[src/rtl/spi_pkg.sv]
// SPI slave shared definitions: mode encodings ({CPOL,CPHA}) and default word width.
package spi_pkg;

  localparam int SPI_DEFAULT_DATA_W = 8;

  typedef enum logic [1:0] {
    MODE0 = 2'b00,
    MODE1 = 2'b01,
    MODE2 = 2'b10,
    MODE3 = 2'b11
  } spi_mode_e;

  // Clock idle level encoded in a mode constant.
  function automatic logic mode_cpol(input spi_mode_e mode);
    return mode[1];
  endfunction

  // Sampling phase encoded in a mode constant.
  function automatic logic mode_cpha(input spi_mode_e mode);
    return mode[0];
  endfunction

endpackage

[src/rtl/spi_sync_edge.sv]
// Multi-flop synchronizer for one asynchronous SPI pin, with rise/fall strobes
// derived from the synchronized level (one i_clk wide each).
module spi_sync_edge #(
  parameter int   SYNC_STAGES = 2,
  parameter logic RESET_VAL   = 1'b0
) (
  input  logic i_clk,
  input  logic i_rst_n,
  input  logic i_async,
  output logic o_sync,
  output logic o_rise,
  output logic o_fall
);

  // Never fewer than two flops, whatever the caller asks for.
  localparam int STAGES = (SYNC_STAGES < 2) ? 2 : SYNC_STAGES;

  logic [STAGES-1:0] r_sync;
  logic              r_prev;

  // Shift the pin through the synchronizer chain and keep the last level for edge detection.
  always_ff @(posedge i_clk or negedge i_rst_n) begin
    if (!i_rst_n) begin
      r_sync <= {STAGES{RESET_VAL}};
      r_prev <= RESET_VAL;
    end else begin
      r_sync <= {r_sync[STAGES-2:0], i_async};
      r_prev <= r_sync[STAGES-1];
    end
  end

  assign o_sync = r_sync[STAGES-1];
  assign o_rise = r_sync[STAGES-1] & ~r_prev;
  assign o_fall = ~r_sync[STAGES-1] & r_prev;

endmodule

[src/rtl/spi_slave_core.sv]
// SPI slave core: oversampled SPI pins, RX shifter with one-word output register,
// TX holding register feeding a TX shifter, overrun/underrun pulses.
module spi_slave_core
  import spi_pkg::*;
#(
  parameter int DATA_W      = SPI_DEFAULT_DATA_W,
  parameter int CPOL        = 0,
  parameter int CPHA        = 0,
  parameter int MSB_FIRST   = 1,
  parameter int SYNC_STAGES = 2
) (
  input  logic              i_clk,
  input  logic              i_rst_n,
  input  logic              i_spi_s_sck,
  input  logic              i_spi_s_cs_n,
  input  logic              i_spi_s_mosi,
  output logic              o_spi_s_miso,
  output logic              o_spi_s_miso_oe,
  input  logic [DATA_W-1:0] i_tx_data,
  input  logic              i_tx_valid,
  output logic              o_tx_ready,
  output logic [DATA_W-1:0] o_rx_data,
  output logic              o_rx_valid,
  input  logic              i_rx_ready,
  output logic              o_rx_overrun,
  output logic              o_tx_underrun,
  output logic              o_busy
);

  localparam int              CNT_W    = $clog2(DATA_W);
  localparam logic [CNT_W-1:0] CNT_LAST = CNT_W'(DATA_W - 1);
  localparam logic [CNT_W-1:0] CNT_ZERO = {CNT_W{1'b0}};

  // Bit that goes on the wire first for a given word.
  function automatic logic f_first_bit(input logic [DATA_W-1:0] word);
    return (MSB_FIRST != 0) ? word[DATA_W-1] : word[0];
  endfunction

  // Word with the outgoing bit removed, remaining bits moved toward the output end.
  function automatic logic [DATA_W-1:0] f_advance(input logic [DATA_W-1:0] word);
    return (MSB_FIRST != 0) ? {word[DATA_W-2:0], 1'b0} : {1'b0, word[DATA_W-1:1]};
  endfunction

  logic w_sck_sync, w_sck_rise, w_sck_fall;
  logic w_cs_n, w_cs_rise, w_cs_fall;
  logic w_mosi, w_mosi_rise, w_mosi_fall;
  logic w_unused_sync;

  spi_sync_edge #(.SYNC_STAGES(SYNC_STAGES), .RESET_VAL(1'(CPOL))) u_sync_sck (
    .i_clk(i_clk), .i_rst_n(i_rst_n), .i_async(i_spi_s_sck),
    .o_sync(w_sck_sync), .o_rise(w_sck_rise), .o_fall(w_sck_fall));

  spi_sync_edge #(.SYNC_STAGES(SYNC_STAGES), .RESET_VAL(1'b1)) u_sync_cs (
    .i_clk(i_clk), .i_rst_n(i_rst_n), .i_async(i_spi_s_cs_n),
    .o_sync(w_cs_n), .o_rise(w_cs_rise), .o_fall(w_cs_fall));

  spi_sync_edge #(.SYNC_STAGES(SYNC_STAGES), .RESET_VAL(1'b0)) u_sync_mosi (
    .i_clk(i_clk), .i_rst_n(i_rst_n), .i_async(i_spi_s_mosi),
    .o_sync(w_mosi), .o_rise(w_mosi_rise), .o_fall(w_mosi_fall));

  // Only SCK edges and the MOSI level matter to the datapath.
  assign w_unused_sync = w_sck_sync ^ w_mosi_rise ^ w_mosi_fall;

  logic [CNT_W-1:0]  r_bit_cnt;
  logic [DATA_W-1:0] r_rx_shift, r_rx_data, r_hold, r_tx_shift;
  logic              r_rx_valid, r_rx_overrun, r_tx_underrun, r_tx_ready;
  logic              r_hold_full, r_pend, r_pend_full, r_miso;

  logic              w_lead, w_trail, w_sample, w_shift, w_cnt_zero;
  logic              w_start, w_peek, w_commit, w_free, w_under, w_tx_load, w_rx_done;
  logic              w_hold_full_nxt;
  logic [DATA_W-1:0] w_rx_next, w_tx_word;

  assign w_lead     = (CPOL == 0) ? w_sck_rise : w_sck_fall;
  assign w_trail    = (CPOL == 0) ? w_sck_fall : w_sck_rise;
  assign w_sample   = ~w_cs_n & ((CPHA == 0) ? w_lead : w_trail);
  assign w_shift    = ~w_cs_n & ((CPHA == 0) ? w_trail : w_lead);
  assign w_cnt_zero = (r_bit_cnt == CNT_ZERO);
  assign w_rx_done  = w_sample & (r_bit_cnt == CNT_LAST);
  assign w_rx_next  = (MSB_FIRST != 0) ? {r_rx_shift[DATA_W-2:0], w_mosi}
                                       : {w_mosi, r_rx_shift[DATA_W-1:1]};

  // Word start: CSn fall in CPHA=0, first leading edge of each word in CPHA=1.
  assign w_start = (CPHA == 0) ? w_cs_fall : (w_shift & w_cnt_zero);
  // CPHA=0 follow-on word: the shift edge after the last sample must already present
  // the next word's first bit, but it may just be the frame's closing edge. The
  // shifter is loaded speculatively and the holding register is only released (or
  // the underrun flagged) once the next word's first sample proves the word is real.
  assign w_peek   = (CPHA == 0) && w_shift && w_cnt_zero && !w_cs_fall;
  assign w_commit = r_pend & w_sample;
  assign w_free   = (w_start & r_hold_full) | (w_commit & r_pend_full);
  assign w_under  = (w_start & ~r_hold_full) | (w_commit & ~r_pend_full);
  // Ready mirrors emptiness, so a load can never coincide with a free of a full register.
  assign w_tx_load       = i_tx_valid & r_tx_ready;
  assign w_hold_full_nxt = (r_hold_full & ~w_free) | w_tx_load;
  assign w_tx_word       = r_hold_full ? r_hold : {DATA_W{1'b0}};

  // Receive path: sample counter, RX shifter and output word with overrun detection.
  always_ff @(posedge i_clk or negedge i_rst_n) begin
    if (!i_rst_n) begin
      r_bit_cnt    <= CNT_ZERO;
      r_rx_shift   <= {DATA_W{1'b0}};
      r_rx_data    <= {DATA_W{1'b0}};
      r_rx_valid   <= 1'b0;
      r_rx_overrun <= 1'b0;
    end else begin
      r_rx_overrun <= 1'b0;
      if (w_cs_n) begin
        r_bit_cnt  <= CNT_ZERO;
        r_rx_shift <= {DATA_W{1'b0}};
      end else if (w_sample) begin
        r_rx_shift <= w_rx_next;
        r_bit_cnt  <= (r_bit_cnt == CNT_LAST) ? CNT_ZERO : r_bit_cnt + CNT_W'(1);
      end
      if (w_rx_done) begin
        r_rx_data    <= w_rx_next;
        r_rx_valid   <= 1'b1;
        r_rx_overrun <= r_rx_valid & ~i_rx_ready;
      end else if (i_rx_ready) begin
        r_rx_valid <= 1'b0;
      end
    end
  end

  // Transmit path: holding register, speculative reload tracking and MISO shifter.
  always_ff @(posedge i_clk or negedge i_rst_n) begin
    if (!i_rst_n) begin
      r_hold        <= {DATA_W{1'b0}};
      r_hold_full   <= 1'b0;
      r_tx_ready    <= 1'b0;
      r_tx_underrun <= 1'b0;
      r_tx_shift    <= {DATA_W{1'b0}};
      r_miso        <= 1'b0;
      r_pend        <= 1'b0;
      r_pend_full   <= 1'b0;
    end else begin
      r_tx_underrun <= w_under;
      r_hold_full   <= w_hold_full_nxt;
      r_tx_ready    <= ~w_hold_full_nxt;
      if (w_tx_load) begin
        r_hold <= i_tx_data;
      end
      if (w_cs_n || w_cs_rise) begin
        r_pend      <= 1'b0;
        r_pend_full <= 1'b0;
        r_miso      <= 1'b0;
      end else begin
        if (w_peek) begin
          r_pend      <= 1'b1;
          r_pend_full <= r_hold_full;
        end else if (w_commit) begin
          r_pend <= 1'b0;
        end
        if (w_start || w_peek) begin
          r_miso     <= f_first_bit(w_tx_word);
          r_tx_shift <= f_advance(w_tx_word);
        end else if (w_shift) begin
          r_miso     <= f_first_bit(r_tx_shift);
          r_tx_shift <= f_advance(r_tx_shift);
        end
      end
    end
  end

  assign o_spi_s_miso    = r_miso;
  assign o_spi_s_miso_oe = ~w_cs_n;
  assign o_busy          = ~w_cs_n;
  assign o_tx_ready      = r_tx_ready;
  assign o_rx_data       = r_rx_data;
  assign o_rx_valid      = r_rx_valid;
  assign o_rx_overrun    = r_rx_overrun;
  assign o_tx_underrun   = r_tx_underrun;

endmodule
[config.mk]
export PLATFORM = sky130hd
export DESIGN_NAME = spi_slave_core
export DESIGN_NICKNAME = d
export VERILOG_FILES = /design/src/rtl/spi_pkg.sv /design/src/rtl/spi_sync_edge.sv /design/src/rtl/spi_slave_core.sv
export SDC_FILE = /design/constraint.sdc
export NUM_CORES = 1
export LEC_CHECK = 0
export BUFFER_PORTS_ARGS = -buffer_cell sky130_fd_sc_hd__buf_4
export CORE_ASPECT_RATIO = 1.5
export CORE_MARGIN = 2
export CORE_UTILIZATION = 56
export DETAILED_ROUTE_END_ITERATION = 8
export PLACE_DENSITY_LB_ADDON = 0.15
export SLEW_MARGIN = 15
export SYNTH_ARGS = -nofsm -noshare
export SYNTH_HDL_FRONTEND = slang
export SYNTH_HIERARCHICAL = 1
export SYNTH_SLANG_ARGS = --single-unit
[constraint.sdc]
create_clock -name i_clk -period 2.1 [get_ports i_clk]
set_input_delay 0.105 -clock i_clk [delete_from_list [all_inputs] [get_ports i_clk]]
set_output_delay 0.105 -clock i_clk [all_outputs]
set_load 0.01 [all_outputs]
# After elaboration in Yosys (flattened, before gate mapping)
# Index checks and enable logic that the tools add are counted.
# Widths: inputs -> output; s select.
word_totals:
  regBits: 50
  out_inout_bits: 15
  wordCells: 80
classes:
  n_addsub: 1
  n_eq_ne: 1
  muxes: 19
  bitwise_logic: 28
  reduce_logical: 13
ops:
  columns: ["cell", "n"]
  rows:
  - ["$mux 8", 3]
  - ["$and 1x1->1", 15]
  - ["$mux 7", 2]
  - ["$mux 1", 11]
  - ["$not 1->1", 10]
  - ["$mux 3", 3]
  - ["$reduce_bool 2->1", 4]
  - ["$reduce_bool 3->1", 2]
  - ["$add 3x1->3 const B", 1]
  - ["$eq 3x3->1 const B", 1]
  - ["$logic_not 3->1", 1]
  - ["$or 1x1->1", 3]
  - ["$logic_and 1x1->1", 2]
  - ["$logic_or 1x1->1", 2]
  - ["$reduce_and 2->1", 1]
  - ["$logic_not 1->1", 1]

# Longest topological paths before layout
# Gate-level depths: netlist of the first run.
logic_depth:
  ltp_word: 10
  depth_mapped: 6
  depth_no_buf: 5

# Cells and area by module
# The synthesis of the first run kept the hierarchy.
modules_own_cells:
  columns: ["mod", "n_inst", "cells_per_inst", "area_per_inst_um2"]
  rows:
  - ["spi_slave_core", 1, 152, 1801.7]
  - ["spi_sync_edge (u_sync_mosi ...)", 2, 5, 90.1]
  - ["spi_sync_edge (u_sync_cs)", 1, 5, 93.8]

# Worst setup path after synthesis of the first run
# OpenSTA, ideal clock, no wires.
synth_path:
  path_kind: "register to register"
  start: "reg u_sync_cs.r_sync[1]"
  end: "reg r_miso (netlist: o_spi_s_miso)"
  setup_time_ns: 0.136
  arrival_ns: 1.362
  required_time_ns: 1.964
  setup_slack_ns: 0.602
  stages_incl_launch_ff: 6
  synth_period_minus_slack_ns: 1.498
  path_cell_list: "dfstp_2 and2b_2 or2_2 clkbuf_1 o2111ai_1 o211ai_1"
synth_via:
  elab_chain_cells: 7
  word_cells_on_any_way: 12
synth_rtl:
  columns: ["item", "line_no", "text"]
  rows:
  - ["from (decl)", "spi_sync_edge.sv:18", "logic [STAGES-1:0] r_sync;"]
  - ["from (signal assigned)", "spi_sync_edge.sv:24", "r_sync <= {STAGES{RESET_VAL}};"]
  - ["from (signal assigned)", "spi_sync_edge.sv:27", "r_sync <= {r_sync[STAGES-2:0], i_async};"]
  - ["$not 1->1 *", "spi_sync_edge.sv:34", "assign o_fall = ~r_sync[STAGES-1] & r_prev;"]
  - ["$and 1x1->1 *", "spi_sync_edge.sv:34", null]
  - ["via w_cs_fall", "spi_slave_core.sv:45", "logic w_cs_n, w_cs_rise, w_cs_fall;"]
  - ["$logic_not 1->1", "spi_slave_core.sv:89", "assign w_peek = (CPHA == 0) && w_shift && w_cnt_zero && !w_cs_fall;"]
  - ["$logic_and 1x1->1", "spi_slave_core.sv:89", null]
  - ["$logic_or 1x1->1 *", "spi_slave_core.sv:154", "if (w_start || w_peek) begin"]
  - ["$mux 1", "spi_slave_core.sv:154", null]
  - ["$mux 1", "spi_slave_core.sv:143", "if (w_cs_n || w_cs_rise) begin"]
  - ["to (signal assigned)", "spi_slave_core.sv:155", "r_miso <= f_first_bit(w_tx_word);"]
  - ["to (signal assigned)", "spi_slave_core.sv:158", "r_miso <= f_first_bit(r_tx_shift);"]
  - ["to (decl)", "spi_slave_core.sv:67", "logic r_hold_full, r_pend, r_pend_full, r_miso;"]
# Mark *: on every way through the listed nets, which the timed path passes. The rest lies on a longest branch.
# A chain may end at the register's enable or synchronous reset.

# Worst setup path after layout of the first run
layout_path:
  start: "reg u_sync_cs.r_sync[1]"
  end: "reg r_tx_shift[5]"
layout_via:
  elab_chain_cells: 7
  word_cells_on_any_way: 13
layout_rtl:
  columns: ["item", "line_no", "text"]
  rows:
  - ["$not 1->1 *", "spi_sync_edge.sv:34", null]
  - ["$and 1x1->1 *", "spi_sync_edge.sv:34", null]
  - ["via w_cs_fall", "spi_slave_core.sv:45", null]
  - ["$logic_not 1->1", "spi_slave_core.sv:89", null]
  - ["$logic_and 1x1->1", "spi_slave_core.sv:89", null]
  - ["$logic_or 1x1->1 *", "spi_slave_core.sv:154", null]
  - ["$reduce_bool 2->1 (no source line)", null, null]
  - ["$reduce_and 2->1 (no source line)", null, null]
  - ["to (signal assigned)", "spi_slave_core.sv:132", "r_tx_shift <= {DATA_W{1'b0}};"]
  - ["to (signal assigned)", "spi_slave_core.sv:156", "r_tx_shift <= f_advance(w_tx_word);"]
  - ["to (signal assigned)", "spi_slave_core.sv:159", "r_tx_shift <= f_advance(r_tx_shift);"]
  - ["to (decl)", "spi_slave_core.sv:65", "logic [DATA_W-1:0] r_rx_shift, r_rx_data, r_hold, r_tx_shift;"]
# Marked as above.

==> metrics.cfg, run 1 <==
[timing]
tns_ns=0
clock_skew_ns=0.007009
fin_crit_ns=1.885
holdWs_ns=0.02908
final-setup-viol-count=0
final-hold-violation-count=0
slew_headroom=0.5227
finalCritPeriodShare=0.8975
fmax_mhz=530.6
rsz0062_at_grt=no
slew_viol_final=0
tightest_slew_ns=0.7133

[worst_setup_path]
cpPeakStageDelay_ns=0.75
rr_startpoint=u_sync_cs/r_sync[1]
critPathCaptureType=flop
critPathLaunch=u_sync_cs/r_sync[1]
crit_type=flop to flop
path_delay_family=flip-flops
r2r-end=r_tx_shift[5]
cp.arrival_ns=2.04
cp_cell_sequence=and2b_2, or2_2, a21oi_1, a31oi_1
r2r_slack_ns=0.22
start_kind=flop
required_ns=2.26
cp_max_fo=21
crit_path_end=r_tx_shift[5]
critPathSlowestCell=dfstp_2
timing.critical_path.buf_inv=0
cp_num_cells=4
ff2ff_path_depth=4

[placed_design]
gp_congestion=0.8434
place_area_mm2=0.002253
dp_hpwl_um=2719
portBuffers=29
placedCellCount=225

[cts]
cts_resized=0
cts-root-buf=clkbuf_8
cts_made_buffers=5
hold_buffers=4
htree_levels=2
cts_setup_buffers=0
clk_latency_ns=0.30
cts.sinks=49
clkTransAtPathRegs_ns=0.09
clockBufferDepth=2
cts_tree=done

[power]
intPower_w=0.001479
p_clk_frac=0.285
finalPower_w=0.002006
p_leak_nw=1.137
switching_share=0.2624
comb_power_share=0.140
ir_worst_vdd_mv=0.7804
seqPwrFrac=0.575
p_per_area_mw_per_mm2=839.3
power.switching_w=0.0005263

[grt]
grt_pass1_wl_um=6417
grt_overflow=0
grt_pass1_vias=1423
grtUsageTotal=0.2123
grt_antenna_before_repair=0
grt_start_max_net_pins=50

[routing]
drtPass1Iterations=4
drtIter0Drc=52
viasPerCell=5.688
vias=1348
post_drt_wl_per_cell_um=15.85
drc=0
routed_wl_um=3757
antenna_left=0

[layout]
fin_cells=237
antenna_cells=0
layout.nets=212
drive_gt1_frac=0.3231
area_delta_synth_final_pct=17.39
final_area_mm2=0.002390
n_fill_cell=255

[synth]
postSynthAreaPerCell_um2=12.41
synth_nets=182
yosysWarnings=6
synth_area_mm2=0.002036
syn_inst=164

[run_status]
status=finished clean

[die]
num_rows=26
die_w_um=53.23
core_area_mm2=0.003448
die_y_um=77.84
start_util=0.5903
ios=30
die-area_mm2=0.004143

[job]
drv_cap=0

[hold_path]
hp-class=primary input to flop

-- through the flow --
stage | setup WS (ns) | utilization
6_report | 0.2152 | 0.6930
5_1_grt | 0.1107 | 0.6930
4_1_cts | 0.2256 | 0.6930
3_5_place_dp | 0.2448 | 0.6535
3_3_place_gp | 0.3450 | 0.6535
2_1_floorplan | 0.6020 | -
-- how the worst min path moves through the flow --
stage	start	endpoint	slack [ns]	depth (start not counted)
after floorplan	i_rst_n	o_rx_data[0]	-0.19	0
after global placement	i_rst_n	r_tx_shift[5]	0.14	1
after detailed placement	i_rst_n	r_tx_shift[5]	0.15	1
after CTS	i_tx_data[7]	r_hold[7]	0.03	2
after global routing	i_tx_data[3]	r_hold[3]	0.02	2
final	i_tx_data[5]	r_hold[5]	0.03	2
-- final cells by class --
cell class,instances,area (µm²),area share
clock buffers,6,82.58,0.03456
well taps,42,52.55,0.02199
multi-input cells,100,730.7,0.3058
flip-flops and latches,49,1230,0.5147
clock inverters,2,13.76,0.005759
inverters,4,15.01,0.006283
repair buffers,34,265.3,0.1110
-- flip-flops by register name (all words and copies together) (netlist names), 2 cells and up --
name / flops
o_rx_data: 8
r_hold: 8
r_rx_shift: 7
r_tx_shift: 7
r_bit_cnt: 3
u_sync_cs/r_sync: 2
u_sync_mosi/r_sync: 2
u_sync_sck/r_sync: 2
-- routing by layer --
| metal | share of wire | wire length, µm | vias up | global-route usage |
|---|---|---|---|---|
| met4 | 0.031 | 118 | 0 | 0.1077 |
| met1 | 0.39 | 1452 | 661 | 0.2533 |
| li1 | - | - | 633 | - |
| met2 | 0.54 | 2017 | 43 | 0.3457 |
| met3 | 0.045 | 169 | 11 | 0.05000 |
| met5 | 0 | 0 | - | 0 |
-- power groups by stage --
stage | Sequential (W) | Combinational [W] | Clock [W]
after global placement | 0.00117 | 0.000262 | 0
final | 0.00115 | 0.000281 | 0.000571
after global routing | 0.00117 | 0.000313 | 0.000630
after floorplan | 0.00113 | 0.000204 | 0
after detailed placement | 0.00117 | 0.000278 | 0
after CTS | 0.00115 | 0.000284 | 0.000585
-- cell usage in the layout, fill, tap and decap left out, drive strengths merged, types with 2 or more instances in the layout --
master,count
inv,4
nor2b,4
clkinv,2
a21oi,7
clkbuf,6
buf,30
a31oi,6
ha,3
and2,2
mux2,16
dlygate4sd3,4
o211ai,7
dfstp,3
nand3,10
mux2i,10
a21boi,2
nor3,2
and2b,2
nor2,14
nand2,6
dfrtp,46
(Power assumes the default switching activity.)
==> run 2, diff against run 1 <==
--- a/config.mk
+++ b/config.mk
@@ -10,6 +10,7 @@
 export CORE_MARGIN = 2
 export CORE_UTILIZATION = 56
 export DETAILED_ROUTE_END_ITERATION = 8
+export HOLD_SLACK_MARGIN = 0.15
 export PLACE_DENSITY_LB_ADDON = 0.15
 export SLEW_MARGIN = 15
 export SYNTH_ARGS = -nofsm -noshare
==> run 2 against run 1 <==
Against the previous run:
- worst setup slack better by 0.0017 ns
- via count up 1.9%
- die area unchanged
- maximum frequency about the same
- total power up 0.89%
- routed wire length up 4.8%
- non-clock buffer count up 9
- critical path type unchanged
- largest power group unchanged
- clock skew about the same
==> metrics.cfg, run 2 (synthesized netlist as in run 1, its figures left out) <==
[run_status]
status=finished clean

[job]
drv_cap=0

[cts]
cts_made_buffers=5
cts.sinks=49
clockBufferDepth=2
clkTransAtPathRegs_ns=0.09
cts_tree=done
clk_latency_ns=0.30
htree_levels=2
cts_resized=0
cts-root-buf=clkbuf_8

[worst_setup_path]
crit_path_end=r_tx_shift[5]
timing.critical_path.buf_inv=0
ff2ff_path_depth=4
crit_type=flop to flop
cpPeakStageDelay_ns=0.75
r2r-end=r_tx_shift[5]
critPathLaunch=u_sync_cs/r_sync[1]
critPathSlowestCell=dfstp_2
cp_num_cells=4
r2r_slack_ns=0.22
critPathCaptureType=flop
cp_cell_sequence=and2b_2, or2_2, a21oi_1, a31oi_1
cp.arrival_ns=2.04
rr_startpoint=u_sync_cs/r_sync[1]
path_delay_family=flip-flops
required_ns=2.26
cp_max_fo=21
start_kind=flop

[timing]
final-setup-viol-count=0
finalCritPeriodShare=0.8967
slew_headroom=0.5219
setup_ws_ns=0.2170
slew_viol_final=0
tightest_slew_ns=0.7145
fmax_mhz=531.1
rsz0062_at_grt=no
final-hold-violation-count=0
tns_ns=0
clock_skew_ns=0.007348
fin_crit_ns=1.883

[power]
ir_worst_vdd_mv=0.7815
p_per_area_mw_per_mm2=816.0
p_leak_nw=1.175

[die]
die_y_um=77.84
num_rows=26
core_area_mm2=0.003448
die-area_mm2=0.004143
die_w_um=53.23
start_util=0.5903
ios=30

[layout]
layout.nets=221
n_fill_cell=249
antenna_cells=0
drive_gt1_frac=0.3088
final_area_mm2=0.002480
layout_common_cells=dfrtp_1, buf_4, mux2_2
fin_cells=246
final_common_cell=dfrtp_1
area_delta_synth_final_pct=21.82

[placed_design]
place_ws_ns=0.2448
dp_hpwl_um=2719
placedCellCount=225
portBuffers=29
gp_congestion=0.8434
place_area_mm2=0.002253

[grt]
grt_pass1_wl_um=6644
grt_antenna_before_repair=0
grtUsageTotal=0.2206
grt_overflow=0
grt_start_max_net_pins=50
grt_pass1_vias=1483

[hold_path]
hp-class=primary input to flop
min_path_cells=3

[routing]
vias=1374
routed_wl_um=3938
drtPass1Iterations=5
drtIter0Drc=42
antenna_left=0
viasPerCell=5.585
post_drt_wl_per_cell_um=16.01
drc=0

[run 2: area by class of cell]
class	count	area, µm²	share of cell area
sequential	49	1230	0.4960
multi-input combinational	100	730.7	0.2947
timing repair buffer	43	355.3	0.1433
clock buffer	6	82.58	0.03330
tap	42	52.55	0.02119
inverter	4	15.01	0.006054
clock inverter	2	13.76	0.005550
[run 2: tightest hold or removal path, stage by stage]
cell     delay (ns)
buf_4          0.07
nand2_1        0.22
nand2_1        0.13
[run 2: what timing repair did]
item                                   4_1_cts  5_1_grt
hold buffers                                13        0
buffers inserted                             0        0
endpoints found under the hold margin       59        0
[run 2: per-layer routing]
| metal | wire length (µm) | share of wire | GRT usage |
|---|---|---|---|
| met2 | 2155 | 0.55 | 0.3667 |
| met3 | 147 | 0.037 | 0.05192 |
| met5 | 0 | 0 | 0 |
| met4 | 138 | 0.035 | 0.1154 |
| met1 | 1496 | 0.38 | 0.2533 |
[run 2: metrics by stage]
| step | hold WS [ns] | util | power [W] |
|---|---|---|---|
| CTS | 0.2545 | 0.7192 | 0.002037 |
| detailed placement | 0.1529 | 0.6535 | 0.001450 |
| global route | 0.2798 | 0.7192 | 0.002126 |
| floorplan | -0.1906 | - | 0.001335 |
| global placement | 0.1416 | 0.6535 | 0.001429 |
| finish | 0.2549 | 0.7192 | 0.002024 |
[run 2: worst min-delay path by stage]
stage	to	startpoint	slack, ns
after detailed placement	r_tx_shift[5]	i_rst_n	0.15
after CTS	r_hold_full	i_tx_valid	0.25
final	r_hold_full	i_tx_valid	0.25
after global placement	r_tx_shift[5]	i_rst_n	0.14
after global routing	r_hold_full	i_tx_valid	0.28
after floorplan	o_rx_data[0]	i_rst_n	-0.19
[run 2: power breakdown]
| part | internal (W) | total, W | switching (W) |
|---|---|---|---|
| registers | 0.00106 | 0.00116 | 0.0000906 |
| logic | 0.000158 | 0.000296 | 0.000137 |
| clock network | 0.000267 | 0.000572 | 0.000305 |
| total | 0.00149 | 0.00202 | 0.000533 |
